$ cat config.mk
export PLATFORM = sky130hd
export DESIGN_NAME = spi_shift_engine_flat
export DESIGN_NICKNAME = d
export VERILOG_FILES = /design/src/rtl/spi_shift_engine_if.sv /design/src/rtl/spi_shift_engine.sv /design/src/flat_wrapper.sv
export SDC_FILE = /design/constraint.sdc
export NUM_CORES = 1
export LEC_CHECK = 0
export ABC_AREA = 1
export CAP_MARGIN = 20
export CORE_AREA = 2 2 92 139
export CTS_CLUSTER_DIAMETER = 60
export DETAILED_ROUTE_END_ITERATION = 10
export DIE_AREA = 0 0 94 141
export HOLD_SLACK_MARGIN = 0.02
export PLACE_DENSITY = 0.89
export RECOVER_POWER = 50
export SYNTH_ARGS = -nofsm -noshare
export SYNTH_HDL_FRONTEND = slang
export SYNTH_SLANG_ARGS = --single-unit
export TNS_END_PERCENT = 10
$ cat constraint.sdc
create_clock -name clk -period 5.6 [get_ports clk]
set_input_delay 0.84 -clock clk [delete_from_list [all_inputs] [get_ports clk]]
set_output_delay 0.84 -clock clk [all_outputs]
set_load 0.02 [all_outputs]
$ cat src/rtl/spi_shift_engine_if.sv
// FIFO-side bundle of the SPI shift engine: TX FIFO head/pop and RX FIFO push.
// master = engine side, slave = FIFO side.
interface spi_shift_engine_if;
  logic        tx_empty;
  logic [31:0] tx_data;
  logic        tx_pop;
  logic        rx_full;
  logic [31:0] rx_data;
  logic        rx_push;
  logic        rx_drop;

  modport master (
    input  tx_empty,
    input  tx_data,
    input  rx_full,
    output tx_pop,
    output rx_data,
    output rx_push,
    output rx_drop
  );

  modport slave (
    output tx_empty,
    output tx_data,
    output rx_full,
    input  tx_pop,
    input  rx_data,
    input  rx_push,
    input  rx_drop
  );
endinterface

$ cat src/rtl/spi_shift_engine.sv
// SPI shift engine: pops TX words, frames CS, shifts MSB-first in any mode, pushes RX.
// Ports: clk/reset(sync, low), control, fifo bundle, spi_clk/tx/rx, spi_cs0..3, busy.
module spi_shift_engine #(
  parameter int DIV_W = 16
) (
  input  logic             clk,
  input  logic             reset,
  input  logic             enable,
  input  logic [4:0]       word_size,
  input  logic [1:0]       mode,
  input  logic [1:0]       cs_select,
  input  logic [3:0]       cs_auto,
  input  logic [3:0]       cs_enable,
  input  logic [DIV_W-1:0] brd,
  spi_shift_engine_if.master fifo,
  output logic             spi_clk,
  output logic             spi_tx,
  input  logic             spi_rx,
  output logic             spi_cs0,
  output logic             spi_cs1,
  output logic             spi_cs2,
  output logic             spi_cs3,
  output logic             busy
);

  typedef enum logic [2:0] {
    IDLE,
    SETUP,
    SHIFT,
    HOLD,
    GAP
  } state_t;

  state_t state;
  state_t state_nx;

  logic [DIV_W-1:0] cnt;
  logic [DIV_W-1:0] brd_m1;
  logic             tick;

  logic [31:0] data_q;
  logic [31:0] rx_sr;
  logic [4:0]  ws_q;
  logic        cpol_q;
  logic        cpha_q;
  logic [1:0]  sel_q;
  logic [1:0]  sel_nx;
  logic [5:0]  edge_cnt;

  logic        pop;
  logic        last_edge;
  logic        lead;
  logic        sample;
  logic        drv;
  logic [4:0]  j;
  logic [4:0]  drv_idx;
  logic [3:0]  cs_q;
  logic [3:0]  cs_nx;

  assign brd_m1 = (brd == '0) ? '0
                : brd - DIV_W'(1);
  assign tick   = (state != IDLE) &&
                  (cnt >= brd_m1);

  // edge_cnt counts SCLK edges already made;
  // even = leading edge, pair index in j
  assign last_edge = edge_cnt == {ws_q, 1'b1};
  assign lead      = ~edge_cnt[0];
  assign j         = edge_cnt[5:1];
  assign sample    = lead ^ cpha_q;

  always_comb begin
    drv     = 1'b0;
    drv_idx = '0;
    if (cpha_q) begin
      drv     = lead;
      drv_idx = ws_q - j;
    end else begin
      drv     = !lead && (j != ws_q);
      drv_idx = ws_q - j - 5'd1;
    end
  end

  always_ff @(posedge clk) begin
    if (!reset) state <= IDLE;
    else        state <= state_nx;
  end

  always_comb begin
    state_nx = state;
    if (state == IDLE) begin
      if (enable && !fifo.tx_empty)
        state_nx = SETUP;
    end else if (!enable) begin
      state_nx = IDLE;
    end else if (tick) begin
      unique case (state)
        SETUP:   state_nx = SHIFT;
        SHIFT:   if (last_edge)
                   state_nx = HOLD;
        HOLD:    state_nx = GAP;
        GAP:     state_nx = IDLE;
        default: state_nx = IDLE;
      endcase
    end
  end

  always_comb begin
    pop = reset && (state == IDLE) &&
          enable && !fifo.tx_empty;
    sel_nx = pop ? cs_select : sel_q;
    for (int i = 0; i < 4; i++) begin
      cs_nx[i] = 1'b1;
      if (!cs_auto[i])
        cs_nx[i] = ~cs_enable[i];
      else if (sel_nx == 2'(i) &&
               (state_nx == SETUP ||
                state_nx == SHIFT ||
                state_nx == HOLD))
        cs_nx[i] = 1'b0;
    end
  end

  assign fifo.tx_pop = pop;
  assign busy        = state != IDLE;
  assign spi_cs0     = cs_q[0];
  assign spi_cs1     = cs_q[1];
  assign spi_cs2     = cs_q[2];
  assign spi_cs3     = cs_q[3];

  // divider restarts on every state entry
  always_ff @(posedge clk) begin
    if (!reset)
      cnt <= '0;
    else if (state == IDLE || tick ||
             state_nx != state)
      cnt <= '0;
    else
      cnt <= cnt + DIV_W'(1);
  end

  always_ff @(posedge clk) begin
    if (!reset) begin
      spi_clk      <= 1'b0;
      spi_tx       <= 1'b0;
      cs_q         <= 4'hF;
      fifo.rx_push <= 1'b0;
      fifo.rx_drop <= 1'b0;
      fifo.rx_data <= '0;
      data_q       <= '0;
      rx_sr        <= '0;
      ws_q         <= '0;
      cpol_q       <= 1'b0;
      cpha_q       <= 1'b0;
      sel_q        <= '0;
      edge_cnt     <= '0;
    end else begin
      cs_q         <= cs_nx;
      fifo.rx_push <= 1'b0;
      fifo.rx_drop <= 1'b0;
      if (state == IDLE) begin
        spi_clk <= mode[1];
        spi_tx  <= 1'b0;
        if (pop) begin
          data_q   <= fifo.tx_data;
          ws_q     <= word_size;
          cpol_q   <= mode[1];
          cpha_q   <= mode[0];
          sel_q    <= cs_select;
          edge_cnt <= '0;
          rx_sr    <= '0;
          spi_tx   <= !mode[0] &&
                      fifo.tx_data[word_size];
        end
      end else if (!enable) begin
        spi_clk <= cpol_q;
        spi_tx  <= 1'b0;
      end else if (tick) begin
        if (state == SHIFT) begin
          spi_clk  <= ~spi_clk;
          edge_cnt <= edge_cnt + 6'd1;
          if (drv)
            spi_tx <= data_q[drv_idx];
          if (sample)
            rx_sr <= {rx_sr[30:0], spi_rx};
        end
        if (state == HOLD) begin
          spi_tx <= 1'b0;
          if (!fifo.rx_full) begin
            fifo.rx_push <= 1'b1;
            fifo.rx_data <= rx_sr;
          end else begin
            fifo.rx_drop <= 1'b1;
          end
        end
      end
    end
  end

endmodule

$ cat src/flat_wrapper.sv
// flat-port wrapper written by rule: the top's interface ports become plain ports
module spi_shift_engine_flat 
#(
  parameter int DIV_W = 16
)
  (clk, reset, enable, word_size, mode, cs_select, cs_auto, cs_enable, brd, spi_clk, spi_tx, spi_rx, spi_cs0, spi_cs1, spi_cs2, spi_cs3, busy, fifo_tx_empty, fifo_tx_data, fifo_rx_full, fifo_tx_pop, fifo_rx_data, fifo_rx_push, fifo_rx_drop);
  spi_shift_engine_if fifo_i ();
  input  logic clk;
  input  logic reset;
  input  logic enable;
  input  logic [4:0] word_size;
  input  logic [1:0] mode;
  input  logic [1:0] cs_select;
  input  logic [3:0] cs_auto;
  input  logic [3:0] cs_enable;
  input  logic [DIV_W-1:0] brd;
  output logic spi_clk;
  output logic spi_tx;
  input  logic spi_rx;
  output logic spi_cs0;
  output logic spi_cs1;
  output logic spi_cs2;
  output logic spi_cs3;
  output logic busy;
  input wire logic [$bits(fifo_i.tx_empty)-1:0] fifo_tx_empty;
  input wire logic [$bits(fifo_i.tx_data)-1:0] fifo_tx_data;
  input wire logic [$bits(fifo_i.rx_full)-1:0] fifo_rx_full;
  output wire logic [$bits(fifo_i.tx_pop)-1:0] fifo_tx_pop;
  output wire logic [$bits(fifo_i.rx_data)-1:0] fifo_rx_data;
  output wire logic [$bits(fifo_i.rx_push)-1:0] fifo_rx_push;
  output wire logic [$bits(fifo_i.rx_drop)-1:0] fifo_rx_drop;
  assign fifo_i.tx_empty = fifo_tx_empty;
  assign fifo_i.tx_data = fifo_tx_data;
  assign fifo_i.rx_full = fifo_rx_full;
  assign fifo_tx_pop = fifo_i.tx_pop;
  assign fifo_rx_data = fifo_i.rx_data;
  assign fifo_rx_push = fifo_i.rx_push;
  assign fifo_rx_drop = fifo_i.rx_drop;
  spi_shift_engine #(.DIV_W(DIV_W)) u_core (.clk(clk), .reset(reset), .enable(enable), .word_size(word_size), .mode(mode), .cs_select(cs_select), .cs_auto(cs_auto), .cs_enable(cs_enable), .brd(brd), .fifo(fifo_i), .spi_clk(spi_clk), .spi_tx(spi_tx), .spi_rx(spi_rx), .spi_cs0(spi_cs0), .spi_cs1(spi_cs1), .spi_cs2(spi_cs2), .spi_cs3(spi_cs3), .busy(busy));
endmodule
==> reports/results.tsv <==
metric	value	unit
status	finished with violations	
violations	max-capacitance violations, max-slew violations	
tns	0	ps
ios	113	
post_dp_cell_area	8025	sq um
htreeDepth	4	
gp_congestion	0.8614	
slew_viol_final	22	
crit_type	input pin to primary output	
synth_edf_count	0	
synth_seq_cells	138	
final_hold_viol_count	0	
grt-ovfl-total	0	
drc	0	
rsz0062_at_grt	no	
fmax	199.7	MHz
yosysUniqueCellTypes	40	
start_util	0.5629	
worst_pin_slew	1586	ps
fin_nets	1170	
viasPerCell	5.440	
worstPathArrival	4170	ps
vdd_drop_max	0.2342	mV
clk_latency	420	ps
yosysMostFrequentCell	nand2_1	
min_period_over_period	0.8944	
yosys_warnings	0	
grt_first_pass_wirelength	27.80	mm
drt_pass1_iterations	5	
antenna_cells	0	
final_antenna_net_count	0	
yosysTopAreaCell	dfxtp_1	
cts_resized	0	
dpl.hpwl	11.71	mm
wl	17.04	mm
grt_pass1_vias	6460	
cp_max_fo	33	
antenna_found_initial	0	
ys_seq_area_frac	0.4023	
power-per-cell-area	282.9	nW/um^2
grt_usage	0.2596	
area_growth	25.66	%
fin_area	8628	sq um
synth_ff_type	dfxtp_1	
hold_buffers	0	
dr.first_iter.drc_count	431	
fp-row-count	50	
cts_tree	built	
power_leakage	0.003608	uW
fin_total_pwr	2441	uW
netlist_top_cells_area	dfxtp_1 40%, nand2_1 12%, a21oi_1 6.9%	
yosysTopAreaCellShare	0.4023	
holdPathStages	2	
dieArea	13250	sq um
layout-drive-gt1-share	0.05157	
root_buffer	clkbuf_16	
syn-instance-count	977	
min_period	5008	ps
fin_worst_skew	7.665	ps
clock_path_buffers	2	
multi_input_area	3442	sq um
wire_per_inst	13.72	um
yosys-top-cells-count	224 x nand2_1, 138 x dfxtp_1, 120 x inv_1, 95 x a21oi_1, 95 x nand3_1	
syn_nets	1074	
drv_cap	1	
cp-end-kind	primary output	
clkTransAtPathRegs	60	ps
die_h	141	um
hold_path_class	register to register	
syn_area_per_cell	7.028	sq um
required	4760	ps
numPortBuffers	112	
fill_cells	955	
synth-async-reset-ratio	0	
reg2reg_depth	11	
setup_viol	0	
core	12200	sq um
vias	6756	
maxSlewHeadroom	-0.06109	
die_x	94	um
cts_post_setup_buffers_inserted	0	
netlist_area	6867	sq um
cp-start-kind	input pin	
clock-sinks	138	
cts-buffers-inserted	17	
regArea	2763	sq um
grt_max_degree	67	
through the flow:
| stage | std cells | hold slack, ps | setup WS [ps] | util |
|---|---|---|---|---|
| 2_1_floorplan | 977 | 441.3 | 2097 | - |
| 6_report | 1242 | 441.5 | 591.6 | 0.7073 |
| 3_3_place_gp | 1210 | 432.5 | 1152 | 0.6578 |
| 3_5_place_dp | 1210 | 435.5 | 952.8 | 0.6578 |
| 5_1_grt | 1242 | 461.2 | 442.9 | 0.7073 |
| 4_1_cts | 1242 | 445.5 | 1356 | 0.7081 |
area by class of cell:
type	count	area share
Clock inverter	13	0.02088
Clock buffer	19	0.05017
Tap cell	156	0.02262
Multi-Input combinational cell	674	0.3989
Inverter	127	0.05525
Timing Repair Buffer	115	0.1320
Sequential cell	138	0.3202
sequential cells by signal (all words and copies together), names as in the netlist, 2 cells and up:
name / count
u_core.fifo.rx_data: 32
u_core.cs_q: 4
u_core.cnt: 16
u_core.data_q: 32
u_core.rx_sr: 32
u_core.sel_q: 2
u_core.edge_cnt: 6
u_core.ws_q: 5
u_core.state: 3
report_power, final:
part	internal [uW]	switching [uW]	leakage, uW
Combinational	110	157	0.00219
Sequential	1000	9.77	0.00112
Clock	714	450	0.000300
logic make-up after synthesis:
group	synth area share
AND/OR/NAND/NOR	0.2719
AO/OA/AOI/OAI	0.1569
buffers and inverters	0.09493
flip-flops	0.4023
adder cells (fa/ha/maj)	0.04847
XOR/XNOR	0.02551
cells in the final DEF (no fill, tap or decap), drive strengths merged:
| master | synthesis | layout |
|---|---|---|
| nor3b | 5 | 5 |
| dlygate4sd3 | 0 | 44 |
| inv | 126 | 133 |
| fa | 1 | 1 |
| o221ai | 1 | 1 |
| dfxtp | 138 | 138 |
| nand3b | 1 | 1 |
| o211ai | 14 | 14 |
| clkdlybuf4s50 | 0 | 67 |
| a211oi | 2 | 2 |
| a31oi | 3 | 3 |
| o21ai | 83 | 83 |
| clkinv | 1 | 4 |
| buf | 13 | 4 |
| clkbuf | 25 | 19 |
| nand3 | 95 | 95 |
| nor3 | 10 | 10 |
| or2 | 7 | 7 |
| xor2 | 12 | 12 |
| nor2 | 63 | 63 |
| nand2 | 228 | 228 |
| a21o | 1 | 1 |
| xnor2 | 8 | 8 |
| ha | 25 | 25 |
| a21oi | 96 | 96 |
| bufinv | 0 | 3 |
| o22ai | 3 | 3 |
| and3 | 1 | 1 |
| nand4 | 12 | 12 |
| nor4 | 3 | 3 |
routing by layer:
| metal | share of wire | GRT usage | vias up |
|---|---|---|---|
| met5 | 0 | 0 | - |
| met4 | 0.026 | 0.1091 | 0 |
| met3 | 0.052 | 0.05665 | 38 |
| met2 | 0.54 | 0.4868 | 250 |
| met1 | 0.39 | 0.2726 | 3072 |
| li1 | - | - | 3396 |
final timing paths:
check | startpoint | to | slack [ps]
min | u_core.fifo.rx_data[21] | u_core.fifo.rx_data[21] | 440
min reg2reg | u_core.fifo.rx_data[21] | u_core.fifo.rx_data[21] | 440
max | enable | fifo_tx_pop | 590
max reg2reg | u_core.state[2] | u_core.rx_sr[28] | 1420
critical path, cell delays in order:
cell           delay, ps
dlygate4sd3_1        660
inv_1                150
nor2_1               190
nand2_4              240
nor2_1              1250
dlygate4sd3_1        830
No activity file was read; power rests on OpenSTA's default activity.
